[config.mk]
export PLATFORM = sky130hd
export DESIGN_NAME = riscv_dec_alu_rf
export DESIGN_NICKNAME = d
export VERILOG_FILES = /design/src/rtl/riscv_dec_alu_rf.sv
export SDC_FILE = /design/constraint.sdc
export NUM_CORES = 2
export LEC_CHECK = 0
export BUFFER_PORTS_ARGS = -buffer_cell sky130_fd_sc_hd__buf_2
export CAP_MARGIN = 30
export CORE_MARGIN = 5
export CORE_UTILIZATION = 65
export DETAILED_ROUTE_END_ITERATION = 12
export PLACE_DENSITY = 0.84
export SYNTH_ARGS = -nofsm -noshare
export SYNTH_HDL_FRONTEND = slang
export SYNTH_SLANG_ARGS = --single-unit
export TNS_END_PERCENT = 50
[constraint.sdc]
create_clock -name clk -period 8.2 [get_ports clk]
set_input_delay 0.82 -clock clk [delete_from_list [all_inputs] [get_ports clk]]
set_output_delay 0.82 -clock clk [all_outputs]
set_load 0.01 [all_outputs]
[src/rtl/riscv_dec_alu_rf.sv]
// -----------------------------------------------------------------------------
// riscv_dec_alu_rf
//   RV32I datapath slice for the multi-cycle core: instruction decoder, ALU and
//   a 2**REG_ADDR_W x XLEN register file. The decoder and the ALU are purely
//   combinational. The register file has two combinational read ports and one
//   clocked write port. This block holds no control state; the core FSM drives
//   the ALU operands and the register-file addresses.
//
//   Optional feature macro: REGFILE_BYPASS_EN
//     defined   - a read of rd_addr (rd_addr != 0) while reg_write_enable is
//                 high returns rd_data combinationally (write-to-read forwarding)
//     undefined - no forwarding; a written value is visible after the write edge
//
// Ports
//   clk                      clock; register file writes on posedge
//   rst                      asynchronous active-low reset; clears all registers
//   instr                    instruction word to decode
//   dec_opcode/rd/rs1/rs2    instruction fields
//   dec_imm                  formed immediate (0 for R-type and illegal opcodes)
//   dec_itype                R=0 I=1 S=2 SB=3 U=4 UJ=5 ILLEGAL=7
//   dec_alu_func             ALU operation implied by the instruction
//   dec_branch               funct3 (branch compare type)
//   alu_a, alu_b, alu_func   ALU operands and operation
//   branch                   compare type for br_result
//   alu_result, br_result    ALU result and branch condition
//   rs1/rs2_addr, rs1/rs2_data   read ports
//   reg_write_enable, rd_addr, rd_data   write port
// -----------------------------------------------------------------------------
module riscv_dec_alu_rf #(
    parameter int XLEN       = 32,
    parameter int REG_ADDR_W = 5
) (
    input  logic                  clk,
    input  logic                  rst,
    input  logic [31:0]           instr,
    output logic [6:0]            dec_opcode,
    output logic [4:0]            dec_rd,
    output logic [4:0]            dec_rs1,
    output logic [4:0]            dec_rs2,
    output logic [XLEN-1:0]       dec_imm,
    output logic [2:0]            dec_itype,
    output logic [3:0]            dec_alu_func,
    output logic [2:0]            dec_branch,
    input  logic [XLEN-1:0]       alu_a,
    input  logic [XLEN-1:0]       alu_b,
    input  logic [3:0]            alu_func,
    input  logic [2:0]            branch,
    output logic [XLEN-1:0]       alu_result,
    output logic                  br_result,
    input  logic [REG_ADDR_W-1:0] rs1_addr,
    input  logic [REG_ADDR_W-1:0] rs2_addr,
    output logic [XLEN-1:0]       rs1_data,
    output logic [XLEN-1:0]       rs2_data,
    input  logic                  reg_write_enable,
    input  logic [REG_ADDR_W-1:0] rd_addr,
    input  logic [XLEN-1:0]       rd_data
);

    localparam int NREGS = 2 ** REG_ADDR_W;

    // Opcodes
    localparam logic [6:0] OP_R      = 7'b0110011;
    localparam logic [6:0] OP_IARITH = 7'b0010011;
    localparam logic [6:0] OP_LOAD   = 7'b0000011;
    localparam logic [6:0] OP_JALR   = 7'b1100111;
    localparam logic [6:0] OP_STORE  = 7'b0100011;
    localparam logic [6:0] OP_BRANCH = 7'b1100011;
    localparam logic [6:0] OP_LUI    = 7'b0110111;
    localparam logic [6:0] OP_AUIPC  = 7'b0010111;
    localparam logic [6:0] OP_JAL    = 7'b1101111;

    // Instruction types
    localparam logic [2:0] IT_R   = 3'd0;
    localparam logic [2:0] IT_I   = 3'd1;
    localparam logic [2:0] IT_S   = 3'd2;
    localparam logic [2:0] IT_SB  = 3'd3;
    localparam logic [2:0] IT_U   = 3'd4;
    localparam logic [2:0] IT_UJ  = 3'd5;
    localparam logic [2:0] IT_ILL = 3'd7;

    // ALU operations
    localparam logic [3:0] ALU_ADD  = 4'd0;
    localparam logic [3:0] ALU_SUB  = 4'd1;
    localparam logic [3:0] ALU_SLL  = 4'd2;
    localparam logic [3:0] ALU_SLT  = 4'd3;
    localparam logic [3:0] ALU_SLTU = 4'd4;
    localparam logic [3:0] ALU_XOR  = 4'd5;
    localparam logic [3:0] ALU_SRL  = 4'd6;
    localparam logic [3:0] ALU_SRA  = 4'd7;
    localparam logic [3:0] ALU_OR   = 4'd8;
    localparam logic [3:0] ALU_AND  = 4'd9;

    // ------------------------------------------------------------------ decode
    logic [2:0] funct3;

    assign dec_opcode = instr[6:0];
    assign dec_rd     = instr[11:7];
    assign dec_rs1    = instr[19:15];
    assign dec_rs2    = instr[24:20];
    assign funct3     = instr[14:12];
    assign dec_branch = funct3;

    // Maps funct3 (plus instr[30] where it selects SUB/SRA) to an ALU op.
    // allow_sub distinguishes R-type (ADD/SUB) from I-type (ADDI has no SUB).
    function automatic logic [3:0] arith_func(input logic [2:0] f3,
                                               input logic       bit30,
                                               input logic       allow_sub);
        logic [3:0] f;
        f = ALU_ADD;
        case (f3)
            3'd0: f = (allow_sub && bit30) ? ALU_SUB : ALU_ADD;
            3'd1: f = ALU_SLL;
            3'd2: f = ALU_SLT;
            3'd3: f = ALU_SLTU;
            3'd4: f = ALU_XOR;
            3'd5: f = bit30 ? ALU_SRA : ALU_SRL;
            3'd6: f = ALU_OR;
            3'd7: f = ALU_AND;
            default: f = ALU_ADD;
        endcase
        return f;
    endfunction

    always_comb begin
        dec_itype    = IT_ILL;
        dec_imm      = '0;
        dec_alu_func = ALU_ADD;
        case (dec_opcode)
            OP_R: begin
                dec_itype    = IT_R;
                dec_alu_func = arith_func(funct3, instr[30], 1'b1);
            end
            OP_IARITH: begin
                dec_itype    = IT_I;
                dec_imm      = {{(XLEN-12){instr[31]}}, instr[31:20]};
                dec_alu_func = arith_func(funct3, instr[30], 1'b0);
            end
            OP_LOAD, OP_JALR: begin
                dec_itype = IT_I;
                dec_imm   = {{(XLEN-12){instr[31]}}, instr[31:20]};
            end
            OP_STORE: begin
                dec_itype = IT_S;
                dec_imm   = {{(XLEN-12){instr[31]}}, instr[31:25], instr[11:7]};
            end
            OP_BRANCH: begin
                dec_itype = IT_SB;
                dec_imm   = {{(XLEN-13){instr[31]}}, instr[31], instr[7],
                             instr[30:25], instr[11:8], 1'b0};
            end
            OP_LUI, OP_AUIPC: begin
                dec_itype = IT_U;
                dec_imm   = {{(XLEN-32){instr[31]}}, instr[31:12], 12'b0};
            end
            OP_JAL: begin
                dec_itype = IT_UJ;
                dec_imm   = {{(XLEN-21){instr[31]}}, instr[31], instr[19:12],
                             instr[20], instr[30:21], 1'b0};
            end
            default: ;
        endcase
    end

    // --------------------------------------------------------------------- ALU
    logic [4:0] shamt;
    assign shamt = alu_b[4:0];

    always_comb begin
        alu_result = '0;
        case (alu_func)
            ALU_ADD:  alu_result = alu_a + alu_b;
            ALU_SUB:  alu_result = alu_a - alu_b;
            ALU_SLL:  alu_result = alu_a << shamt;
            ALU_SLT:  alu_result = {{(XLEN-1){1'b0}}, ($signed(alu_a) < $signed(alu_b))};
            ALU_SLTU: alu_result = {{(XLEN-1){1'b0}}, (alu_a < alu_b)};
            ALU_XOR:  alu_result = alu_a ^ alu_b;
            ALU_SRL:  alu_result = alu_a >> shamt;
            ALU_SRA:  alu_result = $unsigned($signed(alu_a) >>> shamt);
            ALU_OR:   alu_result = alu_a | alu_b;
            ALU_AND:  alu_result = alu_a & alu_b;
            default:  alu_result = '0;
        endcase
    end

    always_comb begin
        br_result = 1'b0;
        case (branch)
            3'd0: br_result = (alu_a == alu_b);
            3'd1: br_result = (alu_a != alu_b);
            3'd4: br_result = ($signed(alu_a) <  $signed(alu_b));
            3'd5: br_result = ($signed(alu_a) >= $signed(alu_b));
            3'd6: br_result = (alu_a <  alu_b);
            3'd7: br_result = (alu_a >= alu_b);
            default: br_result = 1'b0;
        endcase
    end

    // ----------------------------------------------------------- register file
    // One flop bank per register so the asynchronous clear reaches every entry
    // at once; x0 is a hard-wired zero and has no storage.
    logic [XLEN-1:0] rf_view [NREGS];

    genvar gi;
    generate
        for (gi = 0; gi < NREGS; gi++) begin : g_reg
            if (gi == 0) begin : g_zero
                assign rf_view[gi] = '0;
            end else begin : g_store
                logic [XLEN-1:0] reg_q;
                logic [XLEN-1:0] reg_d;

                always_comb begin
                    reg_d = reg_q;
                    if (reg_write_enable && (rd_addr == REG_ADDR_W'(gi)))
                        reg_d = rd_data;
                end

                always_ff @(posedge clk or negedge rst) begin
                    if (!rst) reg_q <= '0;
                    else      reg_q <= reg_d;
                end

                assign rf_view[gi] = reg_q;
            end
        end
    endgenerate

`ifdef REGFILE_BYPASS_EN
    // Forward the in-flight write to a same-cycle reader (never for x0).
    logic byp_rs1;
    logic byp_rs2;
    assign byp_rs1  = reg_write_enable && (rd_addr != '0) && (rd_addr == rs1_addr);
    assign byp_rs2  = reg_write_enable && (rd_addr != '0) && (rd_addr == rs2_addr);
    assign rs1_data = byp_rs1 ? rd_data : rf_view[rs1_addr];
    assign rs2_data = byp_rs2 ? rd_data : rf_view[rs2_addr];
`else
    assign rs1_data = rf_view[rs1_addr];
    assign rs2_data = rf_view[rs2_addr];
`endif

endmodule

==> Yosys cells after proc, flatten, opt, wreduce, memory -nomap -nowiden <==
Cells that the tools add are included.
{ "totals": {"register_bits": 992, "latch_bits": 0, "ram_bits": 0, "rom_bits": 0, "inputBits": 153, "output_inout_bits": 161, "elab_cells": 161, "mem_count": 0} }
{ "classes": {"add_sub_neg": 2, "n_mul": 0, "n_div": 0, "order_cmp": 6, "n_eq_ne": 63, "shifts": 3, "mux": 15, "n_bitwise": 5, "n_reduce_logical": 36} }
{ "ops": {"columns": ["operator", "count"], "rows": [
  ["32-bit binary-select mux with 5-bit select", 2],
  ["32-bit one-hot mux with 10 select lines", 1],
  ["32-bit one-hot mux with 5 select lines", 1],
  ["32-bit two-way mux", 4],
  ["5-bit == test (second input constant)", 16],
  ["32-bit greater-or-equal comparator", 2],
  ["32-bit < comparator", 2],
  ["4-bit one-hot mux with 8 select lines", 2],
  ["5-bit by 4-bit == test with 1-bit output (second input constant)", 8],
  ["32-bit adder", 1],
  ["32-bit bitwise AND", 1],
  ["32-bit == test", 1],
  ["32-bit inequality test", 1],
  ["32-bit OR", 1],
  ["32-bit by 5-bit << shifter with 32-bit output", 1],
  ["32-bit by 5-bit >> shifter with 32-bit output", 1],
  ["32-bit by 5-bit >>> shifter with 32-bit output", 1],
  ["32-bit subtractor", 1],
  ["32-bit XOR", 1],
  ["1-bit logical AND", 31],
  ["3-bit == test (second input constant)", 8],
  ["7-bit by 6-bit == test with 1-bit output (second input constant)", 3],
  ["7-bit == test (second input constant)", 3],
  ["5-bit by 3-bit == test with 1-bit output (second input constant)", 4],
  ["other kinds (20)", 33]
]} }

==> Depth between registers and ports, before layout <==
{ "depth": {"ltp_word": 4, "mapped_depth": 15, "ltp_nobuf": 13} }

==> Least setup slack after synthesis <==
OpenSTA, ideal clock, no wires.
{ "synth_timing": {"kind": "input to output", "from": "input port alu_b[2]", "to": "output port alu_result[25]", "t_arrival_ns": 3.753, "required_ns": 7.380, "slack_ns": 3.627, "path_stages": 14, "path_buffers": 3, "cell_sequence": "clkinv_1 > buf_2 > buf_1 > buf_2 > ha_1 > o211ai_1 > o21ai_1 > o2111ai_1 > and3_1 > a211oi_2 > o21a_1 > o311ai_0 > nand3_1 > a211o_1"} }
{ "synth_via": {"elab_chain_cells": 2, "word_cells_on_any_way": 6, "classes_between": "add/sub: 2; shift: 3; mux: 1"} }
{ "synth_rtl": {"columns": ["element", "line_no", "text"], "rows": [
  ["start: declaration", "45", "input logic [XLEN-1:0] alu_b,"],
  ["32-bit subtractor, or another cell as far along", "172", "ALU_SUB: alu_result = alu_a - alu_b;"],
  ["32-bit one-hot mux with 10 select lines (*)", "170", "case (alu_func)"],
  ["end: declaration", "48", "output logic [XLEN-1:0] alu_result,"]
]} }
Mark *: on every way between the ends. The rest lies on a longest branch, timed or not.

==> Worst setup path after layout <==
{ "layout_timing": {"from": "input port alu_b[0]", "to": "output port alu_result[30]"} }
The elaborated chain is that of the path after synthesis.

==> reports/summary.txt <==
worst endpoint data arrival time - 4.79 ns
slew margin rel. - 29.0%
Static Leakage - 29.4 nW
worst vdd ir - 0.000249 V
antenna violations before repair - 7
M3 GR Usage - 10.6%
vias in the first global route - 45.8k
# H-tree levels - 3
DRC violations left - 0
Total Power - 15.1 mW
CTS Sinks - 992
Cell Area, Synth - 0.0619 sq mm
CP cell instances - buf_4 > buf_4 > ha_1 > inv_1 > fa_1 > nor2b_1 > o21ai_0 > a21oi_1 > o21ai_1 > o21ai_2 > a311oi_1 > o21ai_0 > xor2_1 > o221ai_1 > buf_2
fin area - 0.0674 sq mm
RSZ-0062 raised after global routing - no
Final Hold Vio Count - 0
Yosys cell types - 88
initial detailed-routing violation count - 5088
Top Usage Layer GRT - met2
Slew Viols, Final - 0
Routed Antenna Nets - 0
Async SR Flop Fraction - 100%
critical path's top delay family - compound AO/OA/AOI/OAI gates
CP max stage delay - 0.54 ns
placed cell areas - 0.0640 sq mm
CP bufs+invs - 4
Mapped Nets - 4806
# Max-Cap Violations - 0
Starting Density - 65.4%
Mean Syn Cell Area - 13.6 sq um
PD cells - 224 mW/mm^2
most frequent cells in the layout - mux2_2 (1124), dfrtp_1 (992), mux4_2 (604)
max reg flops - 992
leading cell type in the layout, fill and taps excluded - mux2_2
WHS - 0.177 ns
via count - 44.0k
WP data required - 7.38 ns
CTS buffer count - 102
clock-pin slew of the registers on the worst-case setup and hold paths - 0.06 ns
drt total wl - 195000 microns
Ys Warns - 0
fmax - 0.178 GHz
final worst path period need - 5.61 ns
Worst Clk Skew - 0 ns
area occupied by multi-input gates - 0.0348 sq mm
#FFs+latches synth - 992
Post-CTS Resized - 0
Overflow after GRT - 0
routability congestion estimate - 1.03
Core Rows - 113
GRT Total Usage - 38.1%
top_reg_cell synth - dfrtp_1
die height - 319 microns
Skew-Pair Late Insertion Delay - 0.64 ns
layout net count - 4817
hold_buf cts - 0
GRT met2 Usage - 58.7%
Setup-failing EPs final - 0
Ports - 314
pin count of the biggest net entering global routing - 176
Vias/cell - 7.43
sequential fraction of the synthesis area - 40.1%
first-pass GRT wire length - 295000 microns
port buffer count - 313
Final TNS setup - 0 ns
Max clock buf depth - 3
EDFF count, synth - 0
Place WS - 2.65 ns
WS Path Type - input port to primary output
CTS tree - yes
Biggest register - g.g_store.reg_q
share of layout cells above drive strength 1 - 50.3%
die extent in x - 319 microns
synthesized instance count - 4551
Tcrit/Tclk final - 68.4%
grt met1 use - 51.3%
final worst slack - 2.59 ns
Avg WL per Cell - 33.0 microns
Filler cells - 6068
core area - 0.0947 sq mm
CP max stage cell - buf_4
hpwl dp - 116000 microns
Worst-Margin Slew - 1.06 ns
clk root buf - clkbuf_16
setup bufs post-CTS - 0
iteration count of the initial detailed-routing pass - 6
critical path peak fanout - 47
Setup crit end kind - primary output
CP startpoint kind - input port
largest registers - g.g_store.reg_q (992)
Worst Hold Class - input port to asynchronous set/reset pin
die area - 0.102 sq mm
Area growth syn-to-layout - 8.82%
status - completed
Seq. cell area - 0.0248 sq mm
## synthesized netlist by cell type (9+ instances only)
library cell	number	area share, %
mux2i_1	50	0.81
nor2b_1	19	0.19
a22o_1	67	0.95
mux4_2	604	22
buf_4	29	0.35
nand2_1	130	0.79
a21oi_1	109	0.88
nand4_1	10	0.10
a211o_1	10	0.14
buf_1	114	0.69
o221ai_1	24	0.34
nor4_1	14	0.14
a31oi_1	16	0.16
ha_1	100	2.0
o21ai_0	114	0.92
a211oi_1	25	0.30
nand2b_1	22	0.22
nand3_1	34	0.27
o22ai_1	9	0.091
and2_1	15	0.15
a22oi_1	16	0.19
a21o_1	30	0.36
xnor2_1	20	0.28
buf_2	49	0.40
clkbuf_1	287	1.7
or3_1	9	0.091
o211ai_1	23	0.28
o31ai_1	12	0.15
inv_1	101	0.61
nor3_1	38	0.31
a221oi_1	18	0.25
dfrtp_1	992	40
nor2_1	171	1.0
o21ai_1	10	0.081
mux2_2	1124	20
## report_power, final
group          internal, mW  switching (mW)  total, mW
Combinational          2.21            1.66       3.87
Sequential             5.86           0.740       6.60
Clock                  2.66            1.99       4.65
Total                  10.7            4.39       15.1
## cells by family after synthesis
| group | count (synthesis) | synth area share, % |
|---|---|---|
| flops | 992 | 40.1 |
| mux | 1789 | 43.5 |
| compound gates | 556 | 6.22 |
| buf+inv | 591 | 3.95 |
| fa+ha+maj | 102 | 2.09 |
| simple gates | 496 | 3.77 |
| xor+xnor | 25 | 0.354 |
## area by class of cell
type	instances	share of cell area, %
Multi-Input combinational cell	2968	51.7
Tap cell	1265	2.35
Clock buffer	151	4.45
Inverter	106	0.591
Antenna cell	10	0.0371
Sequential cell	992	36.8
Clock inverter	32	0.505
Timing Repair Buffer	392	3.53
## final timing paths
check,startpoint,to,slack (ns),cells after the start
hold / removal,rst,g_reg[29].g_store.reg_q[5],0.18,1
setup / recovery,alu_b[0],alu_result[30],2.59,15
setup reg to reg,g_reg[22].g_store.reg_q[9],g_reg[22].g_store.reg_q[9],7.35,1
min in group clk,g_reg[18].g_store.reg_q[7],g_reg[18].g_store.reg_q[7],0.52,1
max in group asynchronous,rst,g_reg[4].g_store.reg_q[12],6.11,3
hold reg to reg,g_reg[18].g_store.reg_q[7],g_reg[18].g_store.reg_q[7],0.52,1
## per-layer routing
metal | share of wire, % | vias up
met5 | 0.037 | -
met4 | 5.6 | 8
met3 | 12 | 689
met2 | 47 | 3019
met1 | 36 | 22700
li1 | - | 17600
## through the flow
| stage | instances | util (%) |
|---|---|---|
| final | 5916 | 71.1 |
| after global routing | 5906 | 71.1 |
| after CTS | 5906 | 71.1 |
| after detailed placement | 5723 | 67.6 |
| after global placement | 5720 | 67.5 |
| after floorplan | 4551 | - |
Note: power is estimated with default switching activity, not from simulation.
